$ cat src/rtl/vram_arbiter.sv
// Single-port video RAM arbiter: scan-out fetches of packed RGB332 words always win,
// the host gets the remaining cycles through a REQ/ACK handshake.
module vram_arbiter #(
    parameter int H_START = 216,
    parameter int V_START = 27,
    parameter int H_ACT   = 640,
    parameter int V_ACT   = 480,
    parameter int ADDR_W  = 17
) (
    input  logic              PIX_CLK,
    input  logic              RST,
    input  logic [9:0]        HC,
    input  logic [9:0]        VC,
    output logic [7:0]        PIX_DATA,
    output logic              VBLANK,
    output logic              MEM_CE,
    output logic              MEM_WE,
    output logic [ADDR_W-1:0] MEM_ADDR,
    output logic [3:0]        MEM_BE,
    output logic [31:0]       MEM_WDATA,
    input  logic [31:0]       MEM_RDATA,
    input  logic              CPU_REQ,
    input  logic              CPU_WE,
    input  logic [ADDR_W-1:0] CPU_ADDR,
    input  logic [31:0]       CPU_WDATA,
    input  logic [3:0]        CPU_BE,
    output logic              CPU_ACK,
    output logic [31:0]       CPU_RDATA
);

    localparam logic [10:0] HS = 11'(H_START);
    localparam logic [10:0] HA = 11'(H_ACT);
    localparam logic [10:0] VS = 11'(V_START);
    localparam logic [10:0] VA = 11'(V_ACT);

    logic [10:0]       vc_rel;
    logic [10:0]       slot_rel;
    logic [10:0]       vis_rel;
    logic [10:0]       copy_rel;
    logic              active_line;
    logic              slot;
    logic              visible;
    logic              copy;
    logic              grant;

    logic [ADDR_W-1:0] fetch_addr_q, fetch_addr_d;
    logic              slot_q, slot_d;
    logic [31:0]       hold_q, hold_d;
    logic [31:0]       pix_q, pix_d;
    logic              ack_q, ack_d;
    logic              ack_rd_q, ack_rd_d;
    logic [31:0]       rdata_q, rdata_d;

    // Offsets are taken in 11 bits so that counters below the window wrap to large values.
    always_comb begin
        vc_rel      = {1'b0, VC} - VS;
        slot_rel    = {1'b0, HC} + 11'd4 - HS;
        vis_rel     = {1'b0, HC} - HS;
        copy_rel    = {1'b0, HC} + 11'd1 - HS;
        active_line = (vc_rel < VA);
        slot        = !RST && active_line && (slot_rel < HA) && (slot_rel[1:0] == 2'd0);
        visible     = active_line && (vis_rel < HA);
        copy        = active_line && (copy_rel < HA) && (copy_rel[1:0] == 2'd0);
        grant       = !RST && !slot && CPU_REQ && !ack_q;
    end

    // Next-state for the fetch pipeline and the host handshake.
    always_comb begin
        if (!active_line) begin
            fetch_addr_d = '0;
        end else if (slot) begin
            fetch_addr_d = fetch_addr_q + {{(ADDR_W-1){1'b0}}, 1'b1};
        end else begin
            fetch_addr_d = fetch_addr_q;
        end
        slot_d   = slot;
        hold_d   = slot_q ? MEM_RDATA : hold_q;
        pix_d    = copy ? hold_q : pix_q;
        ack_d    = grant;
        ack_rd_d = grant && !CPU_WE;
        rdata_d  = (ack_q && ack_rd_q) ? MEM_RDATA : rdata_q;
    end

    // State registers.
    always_ff @(posedge PIX_CLK or posedge RST) begin
        if (RST) begin
            fetch_addr_q <= '0;
            slot_q       <= 1'b0;
            hold_q       <= 32'd0;
            pix_q        <= 32'd0;
            ack_q        <= 1'b0;
            ack_rd_q     <= 1'b0;
            rdata_q      <= 32'd0;
        end else begin
            fetch_addr_q <= fetch_addr_d;
            slot_q       <= slot_d;
            hold_q       <= hold_d;
            pix_q        <= pix_d;
            ack_q        <= ack_d;
            ack_rd_q     <= ack_rd_d;
            rdata_q      <= rdata_d;
        end
    end

    // RAM port mux: display slot first, then host grant, otherwise idle.
    always_comb begin
        MEM_CE    = 1'b0;
        MEM_WE    = 1'b0;
        MEM_ADDR  = '0;
        MEM_BE    = 4'd0;
        MEM_WDATA = 32'd0;
        if (slot) begin
            MEM_CE   = 1'b1;
            MEM_ADDR = fetch_addr_q;
        end else if (grant) begin
            MEM_CE    = 1'b1;
            MEM_WE    = CPU_WE;
            MEM_ADDR  = CPU_ADDR;
            MEM_BE    = CPU_BE;
            MEM_WDATA = CPU_WDATA;
        end else begin
            MEM_CE = 1'b0;
        end
    end

    // Pixel select, blanking and host read data; read data is passed through during its ACK.
    always_comb begin
        PIX_DATA = 8'd0;
        if (visible && !RST) begin
            case (vis_rel[1:0])
                2'd0:    PIX_DATA = pix_q[7:0];
                2'd1:    PIX_DATA = pix_q[15:8];
                2'd2:    PIX_DATA = pix_q[23:16];
                2'd3:    PIX_DATA = pix_q[31:24];
                default: PIX_DATA = 8'd0;
            endcase
        end else begin
            PIX_DATA = 8'd0;
        end
        VBLANK    = !RST && !active_line;
        CPU_ACK   = ack_q;
        CPU_RDATA = (ack_q && ack_rd_q) ? MEM_RDATA : rdata_q;
    end

endmodule

$ cat config.mk
export PLATFORM = sky130hd
export DESIGN_NAME = vram_arbiter
export DESIGN_NICKNAME = d
export VERILOG_FILES = /design/src/rtl/vram_arbiter.sv
export SDC_FILE = /design/constraint.sdc
export NUM_CORES = 1
export LEC_CHECK = 0
export ABC_CLOCK_PERIOD_IN_PS = 9550
export CAP_MARGIN = 10
export CORE_MARGIN = 10
export CORE_UTILIZATION = 24
export CTS_CLUSTER_SIZE = 24
export DETAILED_ROUTE_END_ITERATION = 6
export PLACE_DENSITY_LB_ADDON = 0.2
export SLEW_MARGIN = 20
export SYNTH_ARGS = -nofsm -noshare
export SYNTH_HDL_FRONTEND = slang
export SYNTH_SLANG_ARGS = --single-unit
$ cat constraint.sdc
create_clock -name PIX_CLK -period 9.55 [get_ports PIX_CLK]
set_input_delay 1.91 -clock PIX_CLK [delete_from_list [all_inputs] [get_ports PIX_CLK]]
set_output_delay 1.91 -clock PIX_CLK [all_outputs]
set_load 0.1 [all_outputs]
==> flow_summary_export.csv <==
group,metric,value,unit
setup_path,r2r_cells,6,
setup_path,cpMostUsedCell,"clkdlybuf4s50_1",
route,drt_iter0_drc,131,
sta,fin_tns_setup,0,ns
global_route,use_met2,19.0,%
place,io_buffers,205,
setup_path,crit_path_end_kind,"primary output",
setup_path,r2r-end,"fetch_addr_q[8]",
route,num_vias,4305,
sta,worstMarginPinSlew,1.03,ns
floorplanning,initial_core_util,24.3,%
setup_path,cpPeakStageDelay,1.17,ns
clocking,cts_tree,"yes",
sta,fin_skew,0.00647,ns
sta,finalSetupViolations,0,
floorplanning,ioPinCount,206,
layout,final_nets,758,
clocking,numCtsBuffers,17,
place,hpwl,13.1,mm
global_route,grt_pass1_vias,4588,
global_route,grt_start_max_net_pins,74,
hold_path,min_from,"hold_q[14]",
route,ant_nets,0,
synth,async_flop_share,100,%
clocking,clkTransAtPathRegs,0.05,ns
clocking,holdBufCountCts,0,
hold_path,whs_endpoint,"pix_q[14]",
route,wl_per_cell,18.3,um
outcome,status,"finished, final reports clean",
layout,area_delta_synth_final,53.7,%
route,viasPerCell,4.55,
sta,worst_slack,2.23,ns
synth,ys_types,48,
route,drt_pass1_iterations,4,
power_and_ir_drop,ir_worst_vdd,0.174,mV
global_route,grt_use_total,11.6,%
floorplanning,row_count,55,
setup_path,crit_required,7.64,ns
clocking,h-tree-depth,4,
global_route,grt.busiest_layer,"met2",
global_route,overflow,0,
route,drc,0,
setup_path,start_kind,"input pin",
power_and_ir_drop,leakagePower,3.44,nW
setup_path,cp.arrival,5.41,ns
floorplanning,die_height,171,um
clocking,clock-root-buffer,"clkbuf_16",
sta,drv_slew,0,
hold_path,whs_path_depth,1,
setup_path,critPathSlowestCell,"clkdlybuf4s50_1",
sta,post-route-period-util,76.7,%
power_and_ir_drop,power.density,243,nW/um^2
setup_path,r2r_start,"fetch_addr_q[1]",
synth,yosys_register_bits,116,
synth,synth_edf_count,0,
synth,syn_inst,447,
sta,rsz0062_at_grt,"no",
sta,fmax,137,MHz
setup_path,criticalPathCategory,"input pin to primary output",
place,post-place-ws,2.20,ns
synth,syn_area,5480,sq um
floorplanning,dieArea,29300,sq um
floorplanning,core_region_area,22600,sq um
setup_path,crit_chain,"clkdlybuf4s50_1, a21o_1, a311oi_2, or2_1, nand3_1, nor2b_1, clkdlybuf4s50_1",
synth,synthFlopType,"dfrtp_1",
place,gp_congestion,0.859,
global_route,grt_pass1_wl,26.0,mm
clocking,clockBufferDepth,2,
floorplanning,die_x,171,um
clocking,clock_sinks,116,
synth,syn-mean-instance-area,12.2,sq um
clocking,ctsResizeCount,0,
synth,synth_warnings,0,
setup_path,path_max_fanout,8,
global_route,grt_use_met1,13.3,%
global_route,grt_util_met3,4.70,%
sta,hold_viol,0,
route,wirelength,17.3,mm
hold_path,hold_path.class,"flip-flop to flip-flop",
global_route,antenna_found_initial,0,
synth,syn_nets,557,
setup_path,r2r_setup_slack,7.50,ns
sta,finalCriticalPeriod,7.32,ns
synth,synth_seq_area_share,53.0,%
run,maxCapViolations,0,
layout,n_antenna_cell,0,
clocking,insertion_delay,0.41,ns
clocking,cts_post_setup_buffers_inserted,0,
layout,drive_above_1_share,17.1,%
sta,slew_headroom,31.0,%
-- state kept, by name, summed over array words and instances, names as in the netlist --
register	flops
pix_q	32
CPU_ACK	1
fetch_addr_q	17
hold_q	32
rdata_q	32
slot_q	1
ack_rd_q	1
-- kinds of logic after synthesis --
group                    Yosys count  share of synthesized area [%]
multiplexers                     106                           23.6
flip-flops                       116                           53.0
AND/OR/NAND/NOR                  115                           12.0
AO/OA/AOI/OAI                     57                           6.76
buffers and inverters             49                           3.86
adder cells (fa/ha/maj)            1                          0.228
XOR/XNOR                           3                          0.480
-- worst max-delay path: cells and delay by family --
kind                   cells  cell delay (ns)
buffers and inverters      2             1.61
AND/OR/NAND/NOR            3             1.12
AO/OA/AOI/OAI              2             0.76
-- per-stage QoR --
stage / total power, W / area [sq um] / utilization [%] / hold WS, ns / cells
finish: 0.00205 / 8410 / 37.3 / 0.478 / 946
global route: 0.00214 / 8410 / 37.3 / 0.500 / 946
CTS: 0.00208 / 8410 / 37.3 / 0.484 / 946
detailed placement: 0.00146 / 7840 / 34.7 / 0.472 / 914
global placement: 0.00144 / 7820 / 34.6 / 0.467 / 913
floorplan: 0.00125 / 5480 / - / 0.454 / 447
-- layout by cell type, fill, tap and decap left out, types with 2 or more instances in the layout --
cell type | netlist | routed
clkbuf_1 | 15 | 6
a21oi_1 | 11 | 11
clkbuf_16 | 0 | 17
xnor2_1 | 3 | 3
nand3_1 | 23 | 23
dfrtp_1 | 116 | 116
mux2_2 | 64 | 64
mux4_2 | 8 | 8
o31ai_1 | 3 | 3
or3_1 | 8 | 8
nand2_1 | 6 | 6
clkbuf_8 | 0 | 6
o21ai_1 | 24 | 24
nor3_1 | 6 | 6
mux2_1 | 32 | 32
inv_1 | 20 | 19
nor2_1 | 10 | 10
o2111ai_1 | 2 | 2
nand4_1 | 4 | 4
o21a_1 | 4 | 4
a2bb2oi_1 | 2 | 2
clkinv_2 | 0 | 2
a21o_1 | 2 | 2
buf_4 | 3 | 5
or4_1 | 3 | 3
nor2b_1 | 9 | 9
and3_1 | 37 | 37
clkdlybuf4s50_1 | 0 | 205
-- cell type report --
type	count	area, sq um
fillers	2208	14200
well taps	285	357
inverters	20	77.6
clock buffers	29	531
clock inverters	3	40.0
multi-input cells	282	2390
repair buffers	211	2120
flip-flops and latches	116	2900
-- worst max-delay path by stage --
stage	cells after the start	start	to
floorplan	3	RST	PIX_DATA[0]
global placement	7	VC[1]	PIX_DATA[2]
detailed placement	7	VC[1]	PIX_DATA[1]
CTS	7	VC[1]	PIX_DATA[1]
global route	5	RST	PIX_DATA[4]
finish	7	VC[1]	PIX_DATA[1]
-- cells in the mapped netlist (2+ instances only) --
| cell type | instances | share of area (%) |
|---|---|---|
| clkbuf_1 | 15 | 1.0 |
| mux2_2 | 64 | 13 |
| buf_1 | 8 | 0.55 |
| inv_1 | 20 | 1.4 |
| nand3_1 | 23 | 2.1 |
| dfrtp_1 | 116 | 53 |
| o21a_1 | 4 | 0.55 |
| a2bb2oi_1 | 2 | 0.32 |
| nor2b_1 | 9 | 1.0 |
| xnor2_1 | 3 | 0.48 |
| nand2_1 | 6 | 0.41 |
| or3_1 | 8 | 0.91 |
| nor2_1 | 10 | 0.69 |
| buf_4 | 3 | 0.41 |
| a21o_1 | 2 | 0.27 |
| o21ai_1 | 24 | 2.2 |
| o2111ai_1 | 2 | 0.32 |
| or4_1 | 3 | 0.41 |
| nor3_1 | 6 | 0.55 |
| mux4_2 | 8 | 3.3 |
| buf_6 | 2 | 0.41 |
| and3_1 | 37 | 4.2 |
| nand4_1 | 4 | 0.46 |
| o31ai_1 | 3 | 0.41 |
| a21oi_1 | 11 | 1.0 |
| mux2_1 | 32 | 6.6 |
-- routing by layer --
layer,vias to the layer above,part of all wire (%)
li1,2031,-
met1,2068,41
met2,188,47
met3,18,9.7
met4,0,1.5
met5,-,0
-- where the power goes --
group          leakage (nW)  internal (W)  switching [W]  total (W)
clock network         0.282      0.000398       0.000206   0.000605
registers              1.44      0.000634      0.0000631   0.000697
logic                  1.72      0.000251       0.000495   0.000745
total                  3.44       0.00128       0.000764    0.00205
(Power assumes the default switching activity.)
